`config.mk`:
```
export PLATFORM = sky130hd
export DESIGN_NAME = quant_zigzag
export DESIGN_NICKNAME = d
export VERILOG_FILES = /design/src/rtl/jpeg_qz_pkg.sv /design/src/rtl/qz_mul.sv /design/src/rtl/quant_zigzag.sv
export SDC_FILE = /design/constraint.sdc
export NUM_CORES = 2
export LEC_CHECK = 0
export CORE_MARGIN = 1
export CORE_UTILIZATION = 57
export CTS_CLUSTER_DIAMETER = 30
export DETAILED_ROUTE_END_ITERATION = 6
export PLACE_DENSITY = 0.85
export SYNTH_ARGS = -nofsm -noshare
export SYNTH_HDL_FRONTEND = slang
export SYNTH_SLANG_ARGS = --single-unit
```
`constraint.sdc`:
```
create_clock -name clk -period 8.75 [get_ports clk]
set_clock_uncertainty 0.05 [all_clocks]
set_input_delay 1.75 -clock clk [delete_from_list [all_inputs] [get_ports clk]]
set_output_delay 1.75 -clock clk [all_outputs]
set_load 0.005 [all_outputs]
```
`src/rtl/jpeg_qz_pkg.sv`:
```
// Shared tables for the quantize/zigzag stage: zigzag scan order, JPEG luminance
// quantizer and its 16-bit reciprocals, plus the read-side FSM state type.
package jpeg_qz_pkg;

    // Zigzag position -> raster index (v*8+u).
    localparam logic [0:63][5:0] ZIGZAG = '{
         0,  1,  8, 16,  9,  2,  3, 10,
        17, 24, 32, 25, 18, 11,  4,  5,
        12, 19, 26, 33, 40, 48, 41, 34,
        27, 20, 13,  6,  7, 14, 21, 28,
        35, 42, 49, 56, 57, 50, 43, 36,
        29, 22, 15, 23, 30, 37, 44, 51,
        58, 59, 52, 45, 38, 31, 39, 46,
        53, 60, 61, 54, 47, 55, 62, 63
    };

    // Standard JPEG luminance quantization table, raster order.
    localparam logic [0:63][7:0] QLUMA = '{
        16,  11,  10,  16,  24,  40,  51,  61,
        12,  12,  14,  19,  26,  58,  60,  55,
        14,  13,  16,  24,  40,  57,  69,  56,
        14,  17,  22,  29,  51,  87,  80,  62,
        18,  22,  37,  56,  68, 109, 103,  77,
        24,  35,  55,  64,  81, 104, 113,  92,
        49,  64,  78,  87, 103, 121, 120, 101,
        72,  92,  95,  98, 112, 100, 103,  99
    };

    function automatic logic [0:63][15:0] calc_recip();
        logic [0:63][15:0] r;
        for (int i = 0; i < 64; i++) begin
            r[i] = 16'((32'd65536 + 32'(QLUMA[i] >> 1)) / 32'(QLUMA[i]));
        end
        return r;
    endfunction

    // round(65536 / Q) per raster index; smallest Q is 10, so every entry fits 16 bits.
    localparam logic [0:63][15:0] RECIP = calc_recip();

    typedef enum logic {
        R_IDLE = 1'b0,
        R_OUT  = 1'b1
    } rd_state_t;

endpackage

```
`src/rtl/qz_mul.sv`:
```
// Sign/magnitude reciprocal-multiply quantizer with symmetric saturation, registered output.
// QZ_ROUND_EN defined: round half away from zero; undefined: truncate toward zero.
module qz_mul #(
    parameter int SAT_MAX = 2047
) (
    input  logic        clk,
    input  logic        rst_n,
    input  logic        en,
    input  logic [15:0] coef,
    input  logic [15:0] recip,
    output logic [15:0] q
);

`ifdef QZ_ROUND_EN
    localparam logic [32:0] RND = 33'd32768;
`else
    localparam logic [32:0] RND = 33'd0;
`endif
    localparam logic [16:0] SAT_LIM = 17'(SAT_MAX);

    logic        neg;
    logic [16:0] mag;
    logic [32:0] prod;
    logic [16:0] qmag;
    logic [15:0] qsat;
    logic [15:0] res;

    always_comb begin
        neg  = coef[15];
        // 17-bit magnitude so that -32768 becomes +32768 rather than wrapping.
        mag  = neg ? (~{1'b1, coef} + 17'd1) : {1'b0, coef};
        prod = {16'd0, mag} * {17'd0, recip};
        qmag = 17'((prod + RND) >> 16);
        qsat = (qmag > SAT_LIM) ? SAT_LIM[15:0] : qmag[15:0];
        res  = neg ? (16'd0 - qsat) : qsat;
    end

    always_ff @(posedge clk or negedge rst_n) begin
        if (!rst_n) begin
            q <= '0;
        end else if (en) begin
            q <= res;
        end
    end

endmodule

```
`src/rtl/quant_zigzag.sv`:
```
// Quantizes raster-order 8x8 DCT blocks and re-emits them in zigzag order through
// two ping-pong banks. Rounding mode is selected by QZ_ROUND_EN (see qz_mul).
module quant_zigzag
    import jpeg_qz_pkg::*;
#(
    parameter int SAT_MAX = 2047
) (
    input  logic        clk,
    input  logic        rst_n,
    input  logic [15:0] s_axis_tdata,
    input  logic        s_axis_tvalid,
    output logic        s_axis_tready,
    input  logic        s_axis_tlast,
    input  logic        s_axis_tuser,
    output logic [15:0] m_axis_tdata,
    output logic        m_axis_tvalid,
    input  logic        m_axis_tready,
    output logic        m_axis_tlast,
    output logic        m_axis_tuser
);

    logic [5:0]  wr_idx;
    logic [5:0]  eff_idx;
    logic        wr_bank;
    logic        accept;
    logic        st_valid;
    logic [5:0]  st_idx;
    logic        st_bank;
    logic        st_user;
    logic        st_last;
    logic [15:0] q;
    logic [15:0] mem [0:1][0:63];
    logic [1:0]  full;
    logic [1:0]  user_lat;
    logic [1:0]  last_lat;
    logic [1:0]  set_mask;
    logic [1:0]  clr_mask;
    rd_state_t   state;
    rd_state_t   state_next;
    logic        rd_bank;
    logic [6:0]  rd_pos;
    logic        hs;
    logic        load;
    logic        finish;
    logic        load_bank;
    logic [5:0]  load_pos;

    assign s_axis_tready = !full[wr_bank];
    assign accept        = s_axis_tvalid && s_axis_tready;
    // A frame-start mid-block drops the partial block and restarts at index 0.
    assign eff_idx       = s_axis_tuser ? 6'd0 : wr_idx;

    always_ff @(posedge clk or negedge rst_n) begin
        if (!rst_n) begin
            wr_idx   <= '0;
            wr_bank  <= 1'b0;
            st_valid <= 1'b0;
            st_idx   <= '0;
            st_bank  <= 1'b0;
            st_user  <= 1'b0;
            st_last  <= 1'b0;
        end else begin
            st_valid <= accept;
            if (accept) begin
                st_idx  <= eff_idx;
                st_bank <= wr_bank;
                st_user <= s_axis_tuser;
                st_last <= s_axis_tlast;
                if (eff_idx == 6'd63) begin
                    wr_idx  <= '0;
                    wr_bank <= !wr_bank;
                end else begin
                    wr_idx <= eff_idx + 6'd1;
                end
            end
        end
    end

    qz_mul #(.SAT_MAX(SAT_MAX)) u_mul (
        .clk   (clk),
        .rst_n (rst_n),
        .en    (accept),
        .coef  (s_axis_tdata),
        .recip (RECIP[eff_idx]),
        .q     (q)
    );

    always_ff @(posedge clk) begin
        if (st_valid) begin
            mem[st_bank][st_idx] <= q;
        end
    end

    always_comb begin
        set_mask = '0;
        clr_mask = '0;
        if (st_valid && st_idx == 6'd63) set_mask[st_bank] = 1'b1;
        if (finish) clr_mask[rd_bank] = 1'b1;
    end

    always_ff @(posedge clk or negedge rst_n) begin
        if (!rst_n) begin
            full     <= '0;
            user_lat <= '0;
            last_lat <= '0;
        end else begin
            full <= (full & ~clr_mask) | set_mask;
            if (st_valid && st_idx == 6'd0)  user_lat[st_bank] <= st_user;
            if (st_valid && st_idx == 6'd63) last_lat[st_bank] <= st_last;
        end
    end

    always_ff @(posedge clk or negedge rst_n) begin
        if (!rst_n) state <= R_IDLE;
        else        state <= state_next;
    end

    // rd_pos is the next zigzag position to load; 64 means position 63 is on the bus.
    always_comb begin
        hs         = m_axis_tvalid && m_axis_tready;
        state_next = state;
        load       = 1'b0;
        finish     = 1'b0;
        case (state)
            R_IDLE: begin
                if (full[rd_bank]) begin
                    load       = 1'b1;
                    state_next = R_OUT;
                end
            end
            R_OUT: begin
                if (hs && rd_pos == 7'd64) begin
                    finish = 1'b1;
                    if (full[!rd_bank]) load = 1'b1;
                    else                state_next = R_IDLE;
                end else if ((!m_axis_tvalid || m_axis_tready) && rd_pos != 7'd64) begin
                    load = 1'b1;
                end
            end
            default: state_next = R_IDLE;
        endcase
        load_bank = finish ? !rd_bank : rd_bank;
        load_pos  = finish ? 6'd0 : rd_pos[5:0];
    end

    always_ff @(posedge clk or negedge rst_n) begin
        if (!rst_n) begin
            m_axis_tdata  <= '0;
            m_axis_tvalid <= 1'b0;
            m_axis_tlast  <= 1'b0;
            m_axis_tuser  <= 1'b0;
            rd_pos        <= '0;
            rd_bank       <= 1'b0;
        end else begin
            if (load) begin
                m_axis_tdata  <= mem[load_bank][ZIGZAG[load_pos]];
                m_axis_tvalid <= 1'b1;
                m_axis_tuser  <= (load_pos == 6'd0) && user_lat[load_bank];
                m_axis_tlast  <= (load_pos == 6'd63) && last_lat[load_bank];
                rd_pos        <= {1'b0, load_pos} + 7'd1;
            end else if (finish) begin
                m_axis_tvalid <= 1'b0;
                m_axis_tuser  <= 1'b0;
                m_axis_tlast  <= 1'b0;
                rd_pos        <= '0;
            end
            if (finish) rd_bank <= !rd_bank;
        end
    end

endmodule

```
==> out/results.ini <==
[sta]
grt_setup_unrepaired = true
slew_violations = 0
max_slew_margin_pct = 6.96
worst_slew_pin_slew_ns = 1.39
fmax_mhz = 100
layout_worst_path_cycle_share_pct = 114
period_needed_ns = 10.00
layout_setup_ws_ns = -1.25
whs_ns = 0.463
setup_viol = 16
hold_viol = 0
fin_tns_setup_ns = -14.26

[power_and_ir_drop]
pwr-share-seq_pct = 25.2
p_int_mw = 26.2
p_switching_mw = 17.8
design_power_total_mw = 44.0
powerDensity_mw_per_mm2 = 404
p_leak_nw = 37.6
peakVddDrop_mv = 0.591
p_sw_share_pct = 40.5
p_comb_share_pct = 48.6
clkPwrFrac_pct = 26.2

[setup_path]
crit_type = input pin to flip-flop
reg2reg_slack_ns = -0.25
start_kind = input pin
crit_path_max_fanout = 5
critPathMaxStageDelay_ns = 0.58
cp-end-kind = flip-flop
crit_arrival_ns = 10.73
cpMaxStageDelayCell = fa_2
worst_ep_required_time_ns = 9.47

[run_status]
violations = design-rule violations, negative setup slack
status = finished, violations left

[die]
die_height_um = 405
ios = 42
rows = 147
die-area_mm2 = 0.164
core_mm2 = 0.161
initial_core_util_pct = 57.6
die_w_um = 405

[global_route]
grt_pass1_vias = 63252
grt_pass1_wl_um = 392000
grt_max_degree = 155
antenna_found_initial = 20
overflow = 0
grt.total_usage_pct = 32.3

[final_layout]
regArea_mm2 = 0.0632
fillers = 9682
layout-drive-gt1-share_pct = 16.2
finish.utilization_pct = 67.6
final_cell_area_mm2 = 0.109
multiInputGateArea_mm2 = 0.0276
nNetsFinal = 7451
synthToLayoutAreaGrowth_pct = 17.5

[placed_design]
gp_congestion = 0.957
dp_hpwl_um = 150000
io_buffer_count = 41
placed_area_mm2 = 0.0988

[synthesis]
synth_edf_count = 2048
yosys.area.top_type = edfxtp_1
synthCells = 6626
yosys_warnings = 0
ys_types = 89
synth_area_leaders = edfxtp_1, mux2i_1, nand2_1
syn_area_mm2 = 0.0927
ys_ff_latch = 2115
syn_avg_cell_area_um2 = 14.0
seq_area_frac_synth_pct = 68.1
yosys_most_used_dff = edfxtp_1
yosysMostFrequentCell = edfxtp_1
synthTopCellsByCount = edfxtp_1, nand2_1, mux2i_1
async_flop_share_pct = 3.17
yosysTopAreaCellShare_pct = 66.3

[min_path]
hold_path_class = flip-flop to flip-flop

[drt]
drt_iter0_markers = 9936
num_vias = 62521
vias_per_cell = 6.57
route.detailed.drc = 13
wl_um = 267000
ant_nets = 0
drt_pre_antenna_iters = 7
wl_per_cell_um = 28.1

[flow_run]
cap_viol_max_count = 0

[clock_tree]
clk_pin_slew_ns = 0.06
cts_sinks = 2115
cts_buffers = 291
cts_buffer_depth = 4
hold_buffers = 0
h-tree-depth = 5
insertion_delay_ns = 0.90
cts_tree = yes
cts_root_buf = clkbuf_16

## layout make-up
cell class / count / area share, %
well taps: 2160 / 2.48
inverters: 268 / 0.924
repair buffers: 600 / 4.47
multi-input cells: 3856 / 25.4
clock buffers: 327 / 6.95
clock inverters: 179 / 1.74
flip-flops and latches: 2115 / 58.1
diodes: 4 / 0.00919
## per-stage QoR
| step | worst slack, ns | std cells |
|---|---|---|
| floorplan | -1.67 | 6638 |
| global placement | -2.37 | 8985 |
| detailed placement | -2.58 | 8985 |
| CTS | -1.12 | 9499 |
| global route | -1.47 | 9505 |
| finish | -1.25 | 9509 |
## repair_timing
item	CTS	global route
pin swaps	33	19
endpoints found under the setup margin	16	16
setup buffers	9	9
gates resized for setup	97	33
## worst max-delay path, delay by kind of cell
family / cells / cell delay [ns]
AO/OA/AOI/OAI: 6 / 1.06
buffers and inverters: 5 / 0.76
AND/OR/NAND/NOR: 13 / 3.51
adder cells (fa/ha/maj): 8 / 3.46
XOR/XNOR: 1 / 0.19
## layer usage
layer  routed length (µm)  up-vias  track usage, %
met2               125000     5273            51.7
met3                35300     1211            8.45
li1                     -    25833               -
met1                87100    30184            38.8
met4                19600       20            20.7
met5                  129        -               0
## registers in the layout, summed over array words and instances (netlist names), 2 cells and up
register      count
user_lat          2
last_lat          2
u_mul.q          16
rd_pos            7
full              2
m_axis_tdata     16
mem            2048
st_idx            6
wr_idx            6
## worst paths after layout
| path | startpoint | endpoint | cells past startpoint |
|---|---|---|---|
| min | last_lat[1] | last_lat[1] | 1 |
| max reg2reg | wr_idx[3] | u_mul.q[10] | 32 |
| min in group asynchronous | rst_n | u_mul.q[0] | 1 |
| max | s_axis_tdata[1] | u_mul.q[10] | 33 |
| max in group asynchronous | rst_n | u_mul.q[15] | 1 |
| min reg2reg | last_lat[1] | last_lat[1] | 1 |
## power groups by stage
stage	Sequential [mW]	Combinational, mW	Clock (mW)
after floorplan	11.2	12.5	0
after global placement	11.3	18.4	0
after detailed placement	11.3	19.0	0
after CTS	11.1	20.4	11.5
after global routing	11.1	22.4	11.9
final	11.1	21.4	11.5
## cell usage in the layout (no fill, tap or decap), drive strengths merged, types with 133 or more instances in the layout
cell type and instances:
a21oi 421, buf 563, clkbuf 327, edfxtp 2048, fa 164, ha 133, inv 314, mux2i 689
nand2 950, nor2 282, o21ai 139, o22ai 284
## cells by family after synthesis
kind of cell	after synthesis	synth area share, %
flip-flops	2115	68.1
AND/OR/NAND/NOR	1688	8.20
AO/OA/AOI/OAI	1116	7.41
multiplexers	702	7.62
buffers and inverters	667	2.94
adder cells (fa/ha/maj)	297	5.33
XOR/XNOR	39	0.368
other	2	0.00810
(Power assumes the default switching activity.)
